--- src/rtl/pipeline_ctrl_pkg.sv ---
// Shared constants and types for the pipeline stall/flush sequencer.
// State encodings double as the externally visible ctrl_state value.
package pipeline_ctrl_pkg;

  localparam logic [1:0] CTRL_BOOT     = 2'd0;
  localparam logic [1:0] CTRL_RUN      = 2'd1;
  localparam logic [1:0] CTRL_MEM_WAIT = 2'd2;
  localparam logic [1:0] CTRL_HALT     = 2'd3;

  // One bundle of stage controls, decoded together each cycle.
  typedef struct packed {
    logic pc_we;
    logic if_id_we;
    logic id_ex_we;
    logic ex_mem_we;
    logic mem_wb_we;
    logic if_id_flush;
    logic id_ex_flush;
    logic mem_wb_flush;
    logic npc_redirect;
  } ctrl_t;

endpackage

--- src/rtl/pipeline_ctrl_wait_timer.sv ---
// Counts consecutive data-memory busy cycles and flags when the next busy
// cycle would be the WAIT_MAX-th one.
module pipe_wait_timer
  import pipeline_ctrl_pkg::*;
#(
  parameter int WAIT_MAX = 16
) (
  input  logic clk,
  input  logic rst_n,
  input  logic i_clr,
  input  logic i_start,
  input  logic i_inc,
  output logic o_expire
);

  localparam int CW = $clog2(WAIT_MAX + 1);

  logic [CW-1:0] r_wait_cnt;

  // NOTE: sequential state uses non-blocking assignments so every register
  // samples the pre-edge values regardless of block ordering.
  always_ff @(posedge clk or negedge rst_n) begin
    if (!rst_n) begin
      r_wait_cnt <= '0;
    end else if (i_clr) begin
      r_wait_cnt <= '0;
    end else if (i_start) begin
      r_wait_cnt <= CW'(1);
    end else if (i_inc) begin
      r_wait_cnt <= r_wait_cnt + 1'b1;
    end
  end

  assign o_expire = (r_wait_cnt == CW'(WAIT_MAX - 1));

endmodule

--- src/rtl/pipeline_ctrl.sv ---
// Stall/flush sequencer for the five-stage pipeline; Mealy decode of state+inputs.
// Optional performance counters are enabled with `define PIPE_PERF_CNT_EN.
module pipeline_ctrl
  import pipeline_ctrl_pkg::*;
#(
  parameter int BOOT_CYCLES = 2,
  parameter int WAIT_MAX    = 16
) (
  input  logic        cpu_clk,
  input  logic        cpu_rst_n,
  input  logic        load_stall,
  input  logic        ex_br_taken,
  input  logic [31:0] ex_br_target,
  input  logic        dram_busy,
  input  logic        halt_clr,
  output logic        pc_we,
  output logic        if_id_we,
  output logic        id_ex_we,
  output logic        ex_mem_we,
  output logic        mem_wb_we,
  output logic        if_id_flush,
  output logic        id_ex_flush,
  output logic        mem_wb_flush,
  output logic        npc_redirect,
  output logic [31:0] npc_target,
  output logic [1:0]  ctrl_state,
  output logic        wait_timeout
`ifdef PIPE_PERF_CNT_EN
  ,
  output logic [31:0] perf_stall_cnt,
  output logic [31:0] perf_flush_cnt
`endif
);

  localparam int BW = (BOOT_CYCLES > 1) ? $clog2(BOOT_CYCLES) : 1;

  logic [1:0]    r_state;
  logic [1:0]    w_state_nxt;
  logic [BW-1:0] r_boot_cnt;
  logic          r_timeout;
  logic          w_active;
  logic          w_freeze;
  logic          w_redirect;
  logic          w_load;
  logic          w_expire;
  logic          w_wait_clr;
  logic          w_wait_start;
  logic          w_wait_inc;
  ctrl_t         w_ctrl;

  assign w_active   = (r_state == CTRL_RUN) || (r_state == CTRL_MEM_WAIT);
  assign w_freeze   = w_active & dram_busy;
  // A redirect seen during a freeze is simply re-presented by the frozen EX stage.
  assign w_redirect = w_active & ~dram_busy & ex_br_taken;
  assign w_load     = w_active & ~dram_busy & ~ex_br_taken & load_stall;

  // NOTE: every combinational output gets a default first, so no path can
  // leave a signal unassigned and infer a latch.
  always_comb begin
    w_ctrl = '0;
    if (r_state == CTRL_BOOT) begin
      w_ctrl.if_id_flush  = 1'b1;
      w_ctrl.id_ex_flush  = 1'b1;
      w_ctrl.mem_wb_flush = 1'b1;
    end else if (w_freeze) begin
      w_ctrl.mem_wb_flush = 1'b1;
    end else if (w_redirect) begin
      w_ctrl.pc_we        = 1'b1;
      w_ctrl.if_id_we     = 1'b1;
      w_ctrl.id_ex_we     = 1'b1;
      w_ctrl.ex_mem_we    = 1'b1;
      w_ctrl.mem_wb_we    = 1'b1;
      w_ctrl.npc_redirect = 1'b1;
      w_ctrl.if_id_flush  = 1'b1;
      w_ctrl.id_ex_flush  = 1'b1;
    end else if (w_load) begin
      w_ctrl.id_ex_we     = 1'b1;
      w_ctrl.ex_mem_we    = 1'b1;
      w_ctrl.mem_wb_we    = 1'b1;
      w_ctrl.id_ex_flush  = 1'b1;
    end else if (w_active) begin
      w_ctrl.pc_we        = 1'b1;
      w_ctrl.if_id_we     = 1'b1;
      w_ctrl.id_ex_we     = 1'b1;
      w_ctrl.ex_mem_we    = 1'b1;
      w_ctrl.mem_wb_we    = 1'b1;
    end
  end

  always_comb begin
    w_state_nxt  = r_state;
    w_wait_clr   = 1'b0;
    w_wait_start = 1'b0;
    w_wait_inc   = 1'b0;
    case (r_state)
      CTRL_BOOT: begin
        if (r_boot_cnt == '0) begin
          w_state_nxt = CTRL_RUN;
          w_wait_clr  = 1'b1;
        end
      end
      CTRL_RUN: begin
        if (dram_busy) begin
          w_state_nxt  = CTRL_MEM_WAIT;
          w_wait_start = 1'b1;
        end
      end
      CTRL_MEM_WAIT: begin
        if (!dram_busy) begin
          w_state_nxt = CTRL_RUN;
          w_wait_clr  = 1'b1;
        end else if (w_expire) begin
          w_state_nxt = CTRL_HALT;
        end else begin
          w_wait_inc  = 1'b1;
        end
      end
      default: begin
        if (halt_clr) w_state_nxt = CTRL_BOOT;
      end
    endcase
  end

  always_ff @(posedge cpu_clk or negedge cpu_rst_n) begin
    if (!cpu_rst_n) begin
      r_state    <= CTRL_BOOT;
      r_boot_cnt <= BW'(BOOT_CYCLES - 1);
      r_timeout  <= 1'b0;
    end else begin
      r_state <= w_state_nxt;
      if (r_state == CTRL_BOOT && r_boot_cnt != '0) begin
        r_boot_cnt <= r_boot_cnt - 1'b1;
      end else if (r_state == CTRL_HALT && halt_clr) begin
        r_boot_cnt <= BW'(BOOT_CYCLES - 1);
      end
      if (r_state == CTRL_MEM_WAIT && dram_busy && w_expire) begin
        r_timeout <= 1'b1;
      end
    end
  end

  pipe_wait_timer #(
    .WAIT_MAX (WAIT_MAX)
  ) u_wait_timer (
    .clk      (cpu_clk),
    .rst_n    (cpu_rst_n),
    .i_clr    (w_wait_clr),
    .i_start  (w_wait_start),
    .i_inc    (w_wait_inc),
    .o_expire (w_expire)
  );

`ifdef PIPE_PERF_CNT_EN
  always_ff @(posedge cpu_clk or negedge cpu_rst_n) begin
    if (!cpu_rst_n) begin
      perf_stall_cnt <= '0;
      perf_flush_cnt <= '0;
    end else begin
      if ((w_freeze || w_load) && perf_stall_cnt != 32'hFFFF_FFFF) begin
        perf_stall_cnt <= perf_stall_cnt + 32'd1;
      end
      if (w_redirect && perf_flush_cnt != 32'hFFFF_FFFF) begin
        perf_flush_cnt <= perf_flush_cnt + 32'd1;
      end
    end
  end
`endif

  assign pc_we        = w_ctrl.pc_we;
  assign if_id_we     = w_ctrl.if_id_we;
  assign id_ex_we     = w_ctrl.id_ex_we;
  assign ex_mem_we    = w_ctrl.ex_mem_we;
  assign mem_wb_we    = w_ctrl.mem_wb_we;
  assign if_id_flush  = w_ctrl.if_id_flush;
  assign id_ex_flush  = w_ctrl.id_ex_flush;
  assign mem_wb_flush = w_ctrl.mem_wb_flush;
  assign npc_redirect = w_ctrl.npc_redirect;
  assign npc_target   = w_ctrl.npc_redirect ? ex_br_target : 32'd0;
  assign ctrl_state   = r_state;
  assign wait_timeout = r_timeout;

endmodule

--- config.mk ---
export PLATFORM = sky130hd
export DESIGN_NAME = pipeline_ctrl
export DESIGN_NICKNAME = d
export VERILOG_FILES = /design/src/rtl/pipeline_ctrl_pkg.sv /design/src/rtl/pipeline_ctrl_wait_timer.sv /design/src/rtl/pipeline_ctrl.sv
export SDC_FILE = /design/constraint.sdc
export NUM_CORES = 1
export LEC_CHECK = 0
export ABC_AREA = 1
export CAP_MARGIN = 10
export CORE_MARGIN = 2
export CORE_UTILIZATION = 32
export DETAILED_ROUTE_END_ITERATION = 8
export GPL_ROUTABILITY_DRIVEN = 0
export GPL_TIMING_DRIVEN = 0
export PLACE_DENSITY = 0.78
export SLEW_MARGIN = 15
export SYNTH_ARGS = -nofsm -noshare
export SYNTH_HDL_FRONTEND = slang
export SYNTH_HIERARCHICAL = 1
export SYNTH_SLANG_ARGS = --single-unit
--- constraint.sdc ---
create_clock -name cpu_clk -period 1.95 [get_ports cpu_clk]
set_input_delay 0.195 -clock cpu_clk [delete_from_list [all_inputs] [get_ports cpu_clk]]
set_output_delay 0.195 -clock cpu_clk [all_outputs]
set_load 0.02 [all_outputs]
Word level (Yosys, flattened, before mapping)
Cells that the tools add are included.

Mux-type cells: 33. Reduce and logical (&&, ||, !) cells: 10. Equal/unequal tests: 7. Add/sub/neg operators: 2. Bitwise gates (word level): 7.

Operators with widths (number): 32-bit two-way mux (1); 5-bit two-way mux (6); 1-bit two-way mux (15); 2-bit two-way mux (6); 7-bit two-way mux (1); 3-bit two-way mux (2); 2-bit one-hot mux with 3 select lines (1); 5-bit by 1-bit adder with 5-bit output (second input constant) (1); 1-bit AND (5); 5-bit by 4-bit == test with 1-bit output (second input constant) (1); 2-bit == test (second input constant) (2); 1-bit logical AND (4); 2-bit inequality test (second input constant) (2); 4-bit AND reduction (1); 4-bit nonzero test (1); 3-bit inequality test (second input constant) (1); 3-bit nonzero test (1); 2-bit by 1-bit == test with 1-bit output (second input constant) (1); 2-bit zero test (1); 1-bit inverter (2); 1-bit one-hot mux with 2 select lines (1); 2-bit nonzero test (1); 1-bit logical OR (1); 1-bit subtractor (second input constant) (1).

Input bits: 38. Output and inout port bits: 44. Register bits after elaboration: 9.

Longest topological paths before layout
Depth after elaboration: 9. Mapped depth: 10. Mapped depth without buffers: 10.

Cells and area by module
The synthesis kept the hierarchy.

Modules (own cells, without submodules): pipeline_ctrl (instances 1, area each 688.2 um^2, sequential area each 101.3 um^2, cells an instance 127); pipe_wait_timer (instances 1, area each 259.0 um^2, sequential area each 125.1 um^2, cells an instance 34).

Worst setup path after synthesis
Ideal clock, no wire load.

Path kind: register to output. Start: register r_state[0] (netlist: ctrl_state[0]). End: output pc_we. Arrival time: 1848 ps. Path slack: -93 ps. Data required time: 1755 ps. Buffers on the path: 1. Cell stages (with the launch flop): 7. Cell sequence: dfrtp_1 -> inv_1 -> ha_1 -> inv_1 -> nand3_2 -> o21ai_0 -> buf_4.

Cells in the longest elaborated chain, start to end: 9. Elaborated cells between the ends (all ways): 14. Classes of those cells: 2 x eq/ne; 5 x mux; 5 x bitwise; 2 x reduce/logical.

RTL lines: start, declared (RTL line pipeline_ctrl.sv:37) `logic [1:0] r_state;`; start signal, assigned (RTL line pipeline_ctrl.sv:130) `r_state <= w_state_nxt;`; 2-bit by 1-bit == test with 1-bit output / 2-bit == test (equally long branches) (RTL line pipeline_ctrl.sv:51) `assign w_active = (r_state == CTRL_RUN) || (r_state == CTRL_MEM_WAIT);`; 1-bit logical OR (RTL line pipeline_ctrl.sv:51); 1-bit AND (RTL line pipeline_ctrl.sv:54, pipeline_ctrl.sv:55); 1-bit AND (2 in series) (RTL line pipeline_ctrl.sv:55) `assign w_load = w_active & ~dram_busy & ~ex_br_taken & load_stall;`; 2-bit two-way mux (RTL line pipeline_ctrl.sv:76) `end else if (w_load) begin`; 5-bit two-way mux (RTL line pipeline_ctrl.sv:67) `end else if (w_redirect) begin`; 7-bit two-way mux (RTL line pipeline_ctrl.sv:65) `end else if (w_freeze) begin`; 5-bit two-way mux * (RTL line pipeline_ctrl.sv:61) `if (r_state == CTRL_BOOT) begin`; end, declared (RTL line pipeline_ctrl.sv:16) `output logic pc_we,`.

Every way passes the cells marked *; elsewhere a longest branch is shown, timed or not.

Worst setup path in the final report
Start: register r_state[0] (netlist: ctrl_state[0]). End: output mem_wb_flush.

Cells in the longest elaborated chain, start to end: 5. Elaborated cells between the ends (all ways): 7. Classes of those cells: 2 x eq/ne; 2 x mux; 1 x bitwise; 2 x reduce/logical.

RTL lines: 2-bit by 1-bit == test with 1-bit output / 2-bit == test (equally long branches) (RTL line pipeline_ctrl.sv:51); 1-bit logical OR (RTL line pipeline_ctrl.sv:51); 1-bit AND (RTL line pipeline_ctrl.sv:52) `assign w_freeze = w_active & dram_busy;`; 1-bit two-way mux (RTL line pipeline_ctrl.sv:65); 3-bit two-way mux * (RTL line pipeline_ctrl.sv:61); end, declared (RTL line pipeline_ctrl.sv:23) `output logic mem_wb_flush,`.

Marked as above.

==> flow_metrics.py <==
metrics = {
    "run": {
        "maxCapViolCount": 0,
    },
    "route": {
        "wl_um": 3050,
        "post-route-drc-count": 0,
        "wl_per_cell_um": 10.7,
        "via_per_inst": 4.22,
        "drtAntennaViolNets": 0,
        "drt_iter0_markers": 23,
        "drtPass1Iterations": 4,
        "vias": 1202,
    },
    "hold_path": {
        "min_path_type": "input port to asynchronous set/reset pin",
    },
    "logic_synthesis": {
        "netlist_area_um2": 947,
        "synth_cells": 161,
        "yosys_warnings": 6,
        "syn-num-nets": 205,
        "synth_most_common_cell": "inv_1",
        "synth_edf_count": 0,
        "yosysSeqAreaShare_pct": 23.9,
        "avgSynthCellArea_um2": 5.88,
        "synth_compound_area_share_pct": 5.15,
        "synthAdderAreaFrac_pct": 7.93,
        "synth_top_area_share_pct": 21.1,
        "synth-simple-area-share_pct": 38.8,
        "synth_seq_cells": 9,
        "synth-xor-area-share_pct": 0,
        "synth_commonest_cells": "43 x inv_1, 39 x nor2_1, 27 x nand2_1",
        "synth_area_leaders": "dfrtp_1 21%, inv_1 17%, nor2_1 15%",
        "synthMuxAreaShare_pct": 0,
        "synth_ff_type": "dfrtp_1",
        "synth_top_family_by_area": "simple AND/OR/NAND/NOR gates",
        "yosysUniqueCellTypes": 17,
        "async_flop_share_pct": 100,
        "yosys.area.top_type": "dfrtp_1",
    },
    "placement": {
        "dpl-instance-area_um2": 1800,
        "hpwl_um": 2480,
        "place_ws_ns": -0.340,
        "portBuffers": 81,
    },
    "timing": {
        "period_needed_ns": 1.87,
        "max_freq_mhz": 535,
        "hold_viol_final": 0,
        "hold_ws_ns": 0.225,
        "worst_slew_pin_slew_ns": 0.394,
        "fin_crit_sh_pct": 95.8,
        "setup_viol_count_final": 0,
        "setup_slack_ns": 0.0820,
        "relSlewSlack_pct": 73.6,
        "final_max_slew_viol_count": 0,
        "fin_skew_ns": 0.00496,
    },
    "worst_setup_path": {
        "critPathRequiredTime_ns": 1.75,
        "startpoint_type": "register",
        "cp_max_fo": 3,
        "worst_setup_path_end_kind": "primary output",
        "critPathKind": "register to primary output",
        "cp.arrival_ns": 1.67,
    },
    "cells_and_area": {
        "final_core_util_pct": 63.2,
        "diodes": 0,
        "drive_gt1_share_pct": 30.3,
        "final_nets": 299,
        "area_delta_synth_final_pct": 85.7,
        "stdcell_area_um2": 1760,
    },
    "clock_tree": {
        "cts.sinks": 9,
        "cts_max_level": 1,
        "root_buffer": "clkbuf_4",
        "worst_skew_pair.late_latency_ns": 0.26,
        "cts_buffers": 3,
        "path_clk_slew_ns": 0.06,
        "cts.path.max_buffers": 2,
        "cts_tree": "built",
    },
    "global_routing": {
        "antenna_found_initial": 0,
        "grt_pass1_vias": 1059,
        "grt_use_total_pct": 18.1,
        "grt_pass1_wl_um": 4780,
        "grt_max_degree": 11,
        "grt.overflow.total": 0,
    },
    "power_and_ir_drop": {
        "leakagePower_uw": 0.00107,
        "max-vdd-ir-drop_mv": 0.745,
        "p_per_area_nw_per_um2": 1020,
    },
    "run_status": {
        "outcome": "complete, no violations",
    },
    "die": {
        "core_um2": 2780,
        "start_util_pct": 34.1,
        "die_area_um2": 3410,
        "num_rows": 19,
        "die_height_um": 58.4,
        "die_width_um": 58.4,
        "pin_count": 82,
    },
}
[timing repair]
action	4_1_cts	5_1_grt
buffers inserted	2	4
endpoints found under the setup margin	41	37
gates cloned	0	2
pin swaps	0	1
hold buffers	0	0
resized for setup	135	26
[registers in the layout, indices dropped and copies added, names as in the netlist]
signal	cells
wait_timeout	1
ctrl_state	2
r_boot_cnt	1
u_wait_timer/r_wait_cnt	5
[per-layer routing]
layer  track usage [%]  share of wire [%]  vias up  wire length [um]
met4              4.32               0.88        0                27
met3              5.05                9.2        2               281
li1                  -                  -      642                 -
met5                 0                  0        -                 0
met1              21.2                 43      508              1320
met2              32.4                 47       50              1430
[where the power goes]
| part | internal, uW | switching, uW | total [uW] |
|---|---|---|---|
| clock | 78.7 | 64.2 | 143 |
| combinational | 607 | 759 | 1370 |
| sequential | 252 | 37.8 | 290 |
| total | 937 | 861 | 1800 |
[per-stage QoR]
stage	power (uW)	TNS (ns)	cells
global placement	1610	-9.07	273
detailed placement	1620	-10.42	273
floorplan	1080	0	161
CTS	1720	0	279
finish	1800	0	285
global route	1970	-0.216	285
[final cells by class]
cell class / instances / area, um^2
Sequential cell: 9 / 229
Buffer: 6 / 65.1
Clock buffer: 4 / 26.3
Timing Repair Buffer: 89 / 706
Multi-Input combinational cell: 100 / 519
Tap cell: 31 / 38.8
Inverter: 46 / 175
Fill cell: 299 / 1020
[kinds of logic (layout without fill, tap and decap cells)]
family | count (synthesis) | in the layout
compound gates | 9 | 9
flops | 9 | 9
fa+ha+maj | 6 | 6
simple gates | 85 | 85
buf+inv | 52 | 145
[cells in the final DEF, fill, tap and decap left out]
master	n
dfstp_2	1
o21ai_0	4
clkbuf_4	3
clkbuf_2	4
buf_6	2
or2_0	1
nor2_1	38
ha_4	1
inv_2	4
nand2_1	27
a21oi_1	3
nand3_2	1
inv_4	1
nand2_8	1
buf_12	1
dfrtp_2	2
inv_1	41
dlygate4sd2_1	4
nand3_1	6
buf_4	19
ha_1	5
nor2_2	11
buf_2	24
dfrtp_1	6
clkdlybuf4s50_1	41
a31o_2	1
o21ai_2	1
clkbuf_1	1
[critical path: stages, from the launching register on]
cell             delay [ns]
dfrtp_2                0.36
inv_1                  0.07
ha_4                   0.28
nand2_1                0.05
nand2_1                0.06
clkdlybuf4s50_1        0.59
[path summary, 6_finish.rpt]
path	start	end	slack, ns	cells past startpoint
worst min register to register	wait_timeout	wait_timeout	0.48	1
max in group asynchronous	cpu_rst_n	r_boot_cnt	1.40	1
worst min-delay path	cpu_rst_n	u_wait_timer/r_wait_cnt[1]	0.23	1
worst max register to register	u_wait_timer/r_wait_cnt[0]	u_wait_timer/r_wait_cnt[0]	0.26	8
worst max-delay path	ctrl_state[0]	mem_wb_flush	0.08	5
min in group cpu_clk	wait_timeout	wait_timeout	0.48	1
No activity file was read; power rests on OpenSTA's default activity.
